[config.mk]
export PLATFORM = sky130hd
export DESIGN_NAME = fetch_unit
export DESIGN_NICKNAME = d
export VERILOG_FILES = /design/src/rtl/cpu_pkg.sv /design/src/rtl/fetch_fifo.sv /design/src/rtl/fetch_unit.sv
export SDC_FILE = /design/constraint.sdc
export NUM_CORES = 1
export LEC_CHECK = 0
export ABC_AREA = 1
export BUFFER_PORTS_ARGS = -buffer_cell sky130_fd_sc_hd__buf_2
export CAP_MARGIN = 40
export CORE_MARGIN = 2
export CORE_UTILIZATION = 50
export CTS_CLUSTER_DIAMETER = 30
export CTS_CLUSTER_SIZE = 12
export DETAILED_ROUTE_END_ITERATION = 8
export GPL_ROUTABILITY_DRIVEN = 1
export PLACE_DENSITY = 0.76
export SYNTH_ARGS = -nofsm -noshare
export SYNTH_HDL_FRONTEND = slang
export SYNTH_SLANG_ARGS = --single-unit
[constraint.sdc]
create_clock -name clk -period 2.33 [get_ports clk]
set_clock_uncertainty 0.15 [all_clocks]
set_input_delay 0.233 -clock clk [delete_from_list [all_inputs] [get_ports clk]]
set_output_delay 0.233 -clock clk [all_outputs]
set_load 0.1 [all_outputs]
[src/rtl/cpu_pkg.sv]
// rtl/cpu_pkg.sv - shared widths, reset PC and fetch state encoding
package cpu_pkg;

    localparam int ADDR_W = 16;
    localparam int DATA_W = 16;
    localparam int FIFO_DEPTH = 2;
    localparam logic [ADDR_W-1:0] RESET_PC = 16'h0000;

    typedef enum logic [1:0] {
        FETCH_IDLE = 2'd0,
        FETCH_BUSY = 2'd1,
        FETCH_DROP = 2'd2
    } fetch_state_t;

endpackage

[src/rtl/fetch_fifo.sv]
// rtl/fetch_fifo.sv - instruction buffer of {addr, data} with flush over push
module fetch_fifo
    import cpu_pkg::*;
#(
    parameter int DEPTH = 2,
    parameter int AW = 16,
    parameter int DW = 16,
    parameter int CW = $clog2(DEPTH) + 1
) (
    input  logic          clk,
    input  logic          rst,
    input  logic          push,
    input  logic [AW-1:0] push_addr,
    input  logic [DW-1:0] push_data,
    input  logic          pop,
    input  logic          flush,
    output logic [CW-1:0] count,
    output logic [AW-1:0] head_addr,
    output logic [DW-1:0] head_data
);

    localparam int PW = $clog2(DEPTH);

    logic [AW-1:0] addr_mem [DEPTH];
    logic [DW-1:0] data_mem [DEPTH];
    logic [PW-1:0] rd_ptr;
    logic [PW-1:0] wr_ptr;

    // Storage is cleared on reset so the head reads zero until the first push.
    always_ff @(posedge clk) begin
        if (rst) begin
            rd_ptr <= '0;
            wr_ptr <= '0;
            count  <= '0;
            for (int i = 0; i < DEPTH; i++) begin
                addr_mem[i] <= '0;
                data_mem[i] <= '0;
            end
        end else if (flush) begin
            rd_ptr <= '0;
            wr_ptr <= '0;
            count  <= '0;
        end else begin
            if (push) begin
                addr_mem[wr_ptr] <= push_addr;
                data_mem[wr_ptr] <= push_data;
                wr_ptr <= wr_ptr + PW'(1);
            end
            if (pop) begin
                rd_ptr <= rd_ptr + PW'(1);
            end
            count <= count + CW'(push) - CW'(pop);
        end
    end

    assign head_addr = addr_mem[rd_ptr];
    assign head_data = data_mem[rd_ptr];

endmodule

[src/rtl/fetch_unit.sv]
// rtl/fetch_unit.sv - PC, single-outstanding memory fetch and decoder handshake
module fetch_unit #(
    parameter int ADDR_W = cpu_pkg::ADDR_W,
    parameter int DATA_W = cpu_pkg::DATA_W,
    parameter logic [ADDR_W-1:0] RESET_PC = cpu_pkg::RESET_PC,
    parameter int FIFO_DEPTH = cpu_pkg::FIFO_DEPTH
) (
    input  logic              clk,
    input  logic              rst,
    output logic              mem_req,
    output logic [ADDR_W-1:0] mem_addr,
    input  logic              mem_rvalid,
    input  logic [DATA_W-1:0] mem_rdata,
    output logic [DATA_W-1:0] INS,
    output logic [ADDR_W-1:0] INS_addr,
    output logic              INS_valid,
    input  logic              INS_ready,
    input  logic              load_pc,
    input  logic [ADDR_W-1:0] new_pc
);

    import cpu_pkg::*;

    localparam int CW = $clog2(FIFO_DEPTH) + 1;
    localparam logic [CW:0] DEPTH_L = (CW + 1)'(FIFO_DEPTH);

    fetch_state_t      state;
    fetch_state_t      state_nxt;
    logic [ADDR_W-1:0] pc;
    logic [ADDR_W-1:0] pc_nxt;
    logic [CW-1:0]     fifo_count;
    logic              push;
    logic              pop;
    logic              resp;
    logic              still_outstanding;
    logic              issue;
    logic [CW:0]       occ;

    // Responses are kept only in BUSY and never in a redirect cycle.
    always_comb begin
        resp = mem_rvalid && (state != FETCH_IDLE);
        push = mem_rvalid && (state == FETCH_BUSY) && !load_pc;
        pop  = INS_valid && INS_ready;
        still_outstanding = (state != FETCH_IDLE) && !mem_rvalid;
        occ = {1'b0, fifo_count} + {{CW{1'b0}}, push} - {{CW{1'b0}}, pop};
        issue = !load_pc && !still_outstanding && (occ < DEPTH_L);
    end

    // Next state and PC: redirect wins, then issue, then request completion.
    always_comb begin
        state_nxt = state;
        pc_nxt    = pc;
        if (load_pc) begin
            state_nxt = still_outstanding ? FETCH_DROP : FETCH_IDLE;
            pc_nxt    = new_pc;
        end else if (issue) begin
            state_nxt = FETCH_BUSY;
            pc_nxt    = pc + ADDR_W'(1);
        end else if (resp) begin
            state_nxt = FETCH_IDLE;
        end
    end

    // State, PC and the registered memory request.
    always_ff @(posedge clk) begin
        if (rst) begin
            state    <= FETCH_IDLE;
            pc       <= RESET_PC;
            mem_req  <= 1'b0;
            mem_addr <= '0;
        end else begin
            state   <= state_nxt;
            pc      <= pc_nxt;
            mem_req <= issue;
            if (issue) begin
                mem_addr <= pc;
            end
        end
    end

    // mem_addr holds the outstanding request address until the next issue.
    fetch_fifo #(
        .DEPTH(FIFO_DEPTH),
        .AW   (ADDR_W),
        .DW   (DATA_W),
        .CW   (CW)
    ) u_fifo (
        .clk      (clk),
        .rst      (rst),
        .push     (push),
        .push_addr(mem_addr),
        .push_data(mem_rdata),
        .pop      (pop),
        .flush    (load_pc),
        .count    (fifo_count),
        .head_addr(INS_addr),
        .head_data(INS)
    );

    assign INS_valid = (fifo_count != '0);

endmodule

* Word level (Yosys, flattened, before mapping)
Memory sizes are Yosys's and may differ from the RTL's. A register that Yosys moved wholly into a read port is not among the register bits.
Cells that the tools add are included.
W data, S select, Z words.
** Storage, ports and cells
- Latch bits :: 0
- Bits of input ports :: 37
- Memory bits (writable) :: 64
- Memories :: 2
- Register bits after elaboration :: 39
- Output and inout bits :: 50
- Memory bits (read-only) :: 0
- Logic and storage cells :: 57
** Memories
- u_fifo.addr_mem :: depth 2, width 16, rd ports 1, clocked after memory_dff 1, wr ports 2, RTL line fetch_fifo.sv:24 : logic [AW-1:0] addr_mem [DEPTH];
- u_fifo.data_mem :: depth 2, width 16, rd ports 1, clocked after memory_dff 1, wr ports 2, RTL line fetch_fifo.sv:25 : logic [DW-1:0] data_mem [DEPTH];
** Operators by class
- Eq/ne operators :: 1
- Divide/modulo/power cells :: 0
- Bitwise gates (word level) :: 0
- Muxes and demuxes :: 22
- Order comparisons :: 1
- Shifts and indexed selects :: 0
- Reduce and logical (&&, ||, !) cells :: 17
- Add/sub/neg operators :: 7
- $mul :: 0
** Operators by type and width (count)
- $mux W16 :: 4
- $reduce_or A16 Y1 :: 2
- $add A16 B1 Y16 const B :: 1
- $mux W1 :: 14
- $mux W2 :: 4
- $logic_and A1 B1 Y1 :: 7
- $reduce_bool A2 Y1 :: 3
- $add A2 B1 Y3 :: 1
- $logic_not A1 Y1 :: 3
- $lt A3 B2 Y1 const B :: 1
- $reduce_bool A3 Y1 :: 1
- $sub A3 B1 Y3 :: 1
- $add A1 B1 Y1 const B :: 2
- $add A2 B1 Y2 :: 1
- $eq A2 B1 Y1 const B :: 1
- $reduce_or A2 Y1 :: 1
- $sub A2 B1 Y2 :: 1

* Longest topological paths before layout
- Depth after elaboration :: 9
- Depth in mapped cells :: 18
- Gate-level depth less buffers :: 17

* Cells and area by module
From an unflattened synthesis, not the netlist that was laid out.
** Unflattened totals
- Cells, all modules :: 504
- Area, all modules :: 4898.4 um2
** By module, submodules not included
- fetch_fifo :: instances 1, cells an instance 235, seq. area each 2021.9 um2, area an instance 3017.9 um2
- fetch_unit :: instances 1, cells an instance 269, seq. area each 700.7 um2, area an instance 1880.6 um2

* Worst setup path after synthesis
No wires, ideal clock.
- Path kind :: flip-flop to flip-flop
- Start point :: reg u_fifo.count[1]
- End point :: reg pc[10]
- Path buffers :: 1
- Arrival time :: 2.949 ns
- Data required time :: 2.052 ns
- Setup time :: 0.128 ns
- Period minus slack after synthesis :: 3.227 ns
- Slack :: -0.897 ns
- Cell stages (with the launch flop) :: 18
- Cell sequence :: dfxtp_1 inv_1 nand2_1 nand2_1 inv_1 ha_1 inv_1 ha_1 inv_1 fa_1 nand2_1 nor2_1 nand3_2 buf_4 nand3_1 nand2_1 nor2_1 nor2_1
** Between the ends
- Longest elaborated chain between the ends :: 6
- Elaborated cells on any way between the ends :: 7
- Those cells by class :: add/sub: 2; order compare: 1; reduce/logical: 4
** Ends and longest elaborated chain
- from (decl) :: RTL line fetch_fifo.sv:17 : output logic [CW-1:0] count,
- from (signal assigned) :: RTL line fetch_fifo.sv:52 : count <= count + CW'(push) - CW'(pop);
- $reduce_bool A2 Y1 :: RTL line fetch_unit.sv:100 : assign INS_valid = (fifo_count != '0);
- via INS_valid :: RTL line fetch_unit.sv:16 : output logic INS_valid,
- $logic_and A1 B1 Y1 :: RTL line fetch_unit.sv:43 : pop = INS_valid && INS_ready;
- via pop :: RTL line fetch_unit.sv:33 : logic pop;
- $sub A3 B1 Y3 :: RTL line fetch_unit.sv:45 : occ = {1'b0, fifo_count} + {{CW{1'b0}}, push} - {{CW{1'b0}}, pop};
- $lt A3 B2 Y1 :: RTL line fetch_unit.sv:46 : issue = !load_pc && !still_outstanding && (occ < DEPTH_L);
- $logic_and A1 B1 Y1 :: RTL line fetch_unit.sv:46
- $reduce_bool A2 Y1 (no line)
- to (signal assigned) :: RTL line fetch_unit.sv:73 : pc <= pc_nxt;
- to (decl) :: RTL line fetch_unit.sv:29 : logic [ADDR_W-1:0] pc;
The timed path passes the listed nets, and every way through them passes these cells.
A chain may end at the register's enable or synchronous reset.

* Worst setup path after layout
- Start point :: reg u_fifo.count[1]
- End point :: reg pc[13]
** Between the ends
- Longest elaborated chain between the ends :: 6
- Elaborated cells on any way between the ends :: 7
- Those cells by class :: add/sub: 2; order compare: 1; reduce/logical: 4
** Ends and longest elaborated chain (RTL line)
- $reduce_bool A2 Y1 :: fetch_unit.sv:100
- $logic_and A1 B1 Y1 :: fetch_unit.sv:43
- via pop :: fetch_unit.sv:33
- $sub A3 B1 Y3 :: fetch_unit.sv:45
- $lt A3 B2 Y1 :: fetch_unit.sv:46
- $logic_and A1 B1 Y1 :: fetch_unit.sv:46
- $reduce_bool A2 Y1 (no line)
The timed path passes the listed nets, and every way through them passes these cells.

==> flow_summary.ini <==
[finish]
nets = 652
stdcell_area_um2 = 6350
final_common_cell = nor2_1
final_util = 0.690
final-seq-area_um2 = 2730
antennaDiodeCount = 0
final_cell_mix = 89 x nor2_1, 69 x nand2_1, 64 x edfxtp_1
instances_no_fill = 727
area.growth.synth_to_final_pct = 35.1
drive_above_1_share = 0.325
fill_cells = 668
multi_input_area_um2 = 1720

[floorplanning]
start_util = 0.511
die_w_um = 101
die-area_um2 = 10200
die_h_um = 101
core_area_um2 = 9200
rows = 35
ios = 87

[place]
dpl.hpwl_um = 7030
dpl.cell_count = 696
postPlaceCellArea_um2 = 5910
gp_congestion = 0.916
io_buffer_count = 86

[global_route]
grtUsageTotal = 0.213
grt_max_degree = 33
grt_first_pass_wirelength_um = 17000
antenna_found_initial = 0
grt_pass1_vias = 3581
grt.overflow.total = 0

[synthesis]
avgSynthCellArea_um2 = 9.46
synthCells = 497
async_flop_share = 0
synthesis.area_um2 = 4700
yosysSeqAreaShare = 0.579
synth.distinct_cells = 29
ys_seq_elements = 104
synth-warning-count = 0
synth_ff_type = edfxtp_1
synth.net_count = 538
synth_edf_count = 64

[pwr]
p_sw_uw = 1410
vdd_drop_max_mv = 0.280
p_clk_frac = 0.297
p_comb_frac = 0.221
p_leak_uw = 0.00274
power_density_nw_per_um2 = 690
netSwitchingFraction = 0.323
internal_power_uw = 2970
seqPwrFrac = 0.481
total_power_uw = 4380

[status]
outcome = complete, but fails checks
violations = setup timing

[setup_path]
cp_max_fo = 26
crit_path_start = u_fifo.count[1]$_SDFF_PP0_
crit_top_cell = inv_2
cp_slowest_cell = fa_1
crit_family = adder cells
path_depth = 16
critical_path_class = reg2reg
cp-end-kind = flop
crit_buf_inv = 5
worstRegToRegCells = 16
cp_data_required_time_ps = 2500
worstSetupEndpoint = pc[13]$_SDFFE_PP0P_
rr_startpoint = u_fifo.count[1]$_SDFF_PP0_
cp-start-kind = flop
cp.arrival_ps = 2750
rrSetupSlack_ps = -250
crit_path_max_incr_delay_ps = 520
reg2reg_to = pc[13]$_SDFFE_PP0P_
worstPathCellList = inv_4 > nand2_8 > nand2_2 > inv_2 > ha_4 > inv_2 > ha_4 > inv_2 > fa_1 > nand2_1 > nor2_1 > nand3_2 > buf_12 > nor2_4 > nand3_1 > nand2_1

[timing]
finalWorstSetupSlack_ps = -255
slew_violations = 0
hold_violations = 0
min_period_ps = 2580
rsz0062_at_grt = yes
relSlewSlack = 0.664
setup_violations = 35
tns_ps = -5550
post-route-period-util = 1.11
worst_pin_slew_ps = 508
max_freq_mhz = 387

[run]
max-cap-violations = 0

[drt]
ant_nets = 0
vias = 3669
drt-total-wl_um = 10300
dr.first_iter.drc_count = 204
drc = 0
drt_pre_antenna_iters = 5
wl_per_cell_um = 14.1
vias_per_cell = 5.05

[clocking]
clk_latency_ps = 370
cts_tree = yes
clk_pin_slew_ps = 100
clock_sinks = 104
root_buffer = clkbuf_8
h-tree-depth = 3
cts_made_buffers = 9
clockBufferDepth = 2

[hold_path]
min_path_type = in2reg
state kept, by name, summed over array words and instances (netlist names), named ones only:
name and cells:
mem_addr 16, mem_req 1, pc 16, state 2
u_fifo.addr_mem 32, u_fifo.count 2, u_fifo.data_mem 32, u_fifo.rd_ptr 1
u_fifo.wr_ptr 1
cells in the mapped netlist, types with 4 or more instances:
cell type  instances  share of area
clkbuf_1           7         0.0056
buf_2             10          0.011
mux2_2            29          0.069
nor2_2             4         0.0053
nand2_1           74          0.059
dfxtp_1           40           0.17
inv_1             68          0.054
nor2_1            91          0.073
nand3_1           25          0.027
xor2_1             4         0.0075
nand4_1            4         0.0053
edfxtp_1          64           0.41
a21oi_1           25          0.027
o21ai_0           26          0.028
worst min-delay path by stage:
stage                     cells past startpoint                              endpoint  slack (ps)                        from
final                                         3  u_fifo.data_mem[0][14]$_SDFFCE_PN0P_          20               mem_rdata[14]
after floorplan                               1              mem_addr[0]$_SDFFE_PP0P_         160                         rst
after detailed placement                      1            u_fifo.rd_ptr$_SDFFE_PP0P_         300  u_fifo.rd_ptr$_SDFFE_PP0P_
after global placement                        1            u_fifo.rd_ptr$_SDFFE_PP0P_         290  u_fifo.rd_ptr$_SDFFE_PP0P_
after CTS                                     3   u_fifo.data_mem[1][1]$_SDFFCE_PN0P_           1                mem_rdata[1]
after global routing                          3  u_fifo.data_mem[0][10]$_SDFFCE_PN0P_          20               mem_rdata[10]
area by class of cell:
type                    count  share of cell area
flip-flops and latches    104               0.429
repair buffers            123               0.198
clock inverters             7              0.0177
multi-input cells         303               0.272
clock buffers               9              0.0195
inverters                  70              0.0422
well taps                 111              0.0219
what timing repair did:
action	in CTS	in global routing
endpoints found under the setup margin	35	35
buffers inserted	4	6
pin swaps	8	8
hold endpoints to repair	6	0
gates cloned	0	0
resized for setup	13	19
hold buffers	5	0
kinds of logic (layout without fill, tap and decap cells):
group,Yosys count,after routing,synth area share
and+or+nand+nor,204,204,0.179
DFF,104,104,0.579
buffers and inverters,90,209,0.0777
AOI/OAI and AO/OA,57,57,0.0634
muxes,32,32,0.0767
xor gates and xnor gates,6,6,0.0112
adders and majority gates,4,4,0.0122
worst register-to-register path, cell delays in order, from the launching register on:
cell	delay, ps
dfxtp_2	350
inv_4	70
nand2_8	50
nand2_2	60
inv_2	50
ha_4	210
inv_2	60
ha_4	110
inv_2	30
fa_1	520
nand2_1	60
nor2_1	110
nand3_2	140
buf_12	210
nor2_4	190
nand3_1	110
nand2_1	80
metal layers:
layer	track usage	vias up	wire length (µm)
met1	0.281	1695	4470
met2	0.358	116	5150
li1	-	1844	-
met4	0.0728	0	146
met3	0.0340	14	512
met5	0	-	0
power groups by stage:
stage          sequential (µW)  clock [µW]  combinational, µW
2_1_floorplan             2340           0                443
3_3_place_gp              2140           0                909
3_5_place_dp              2150           0                924
4_1_cts                   2110        1330                946
5_1_grt                   2120        1390               1030
6_report                  2110        1300                970
per-stage QoR:
step	hold slack [ps]	setup WS, ps
global route	17.6	-391
CTS	1.26	-217
finish	17.4	-255
floorplan	161	-230
detailed placement	304	-337
global placement	287	-241
(Power assumes the default switching activity.)
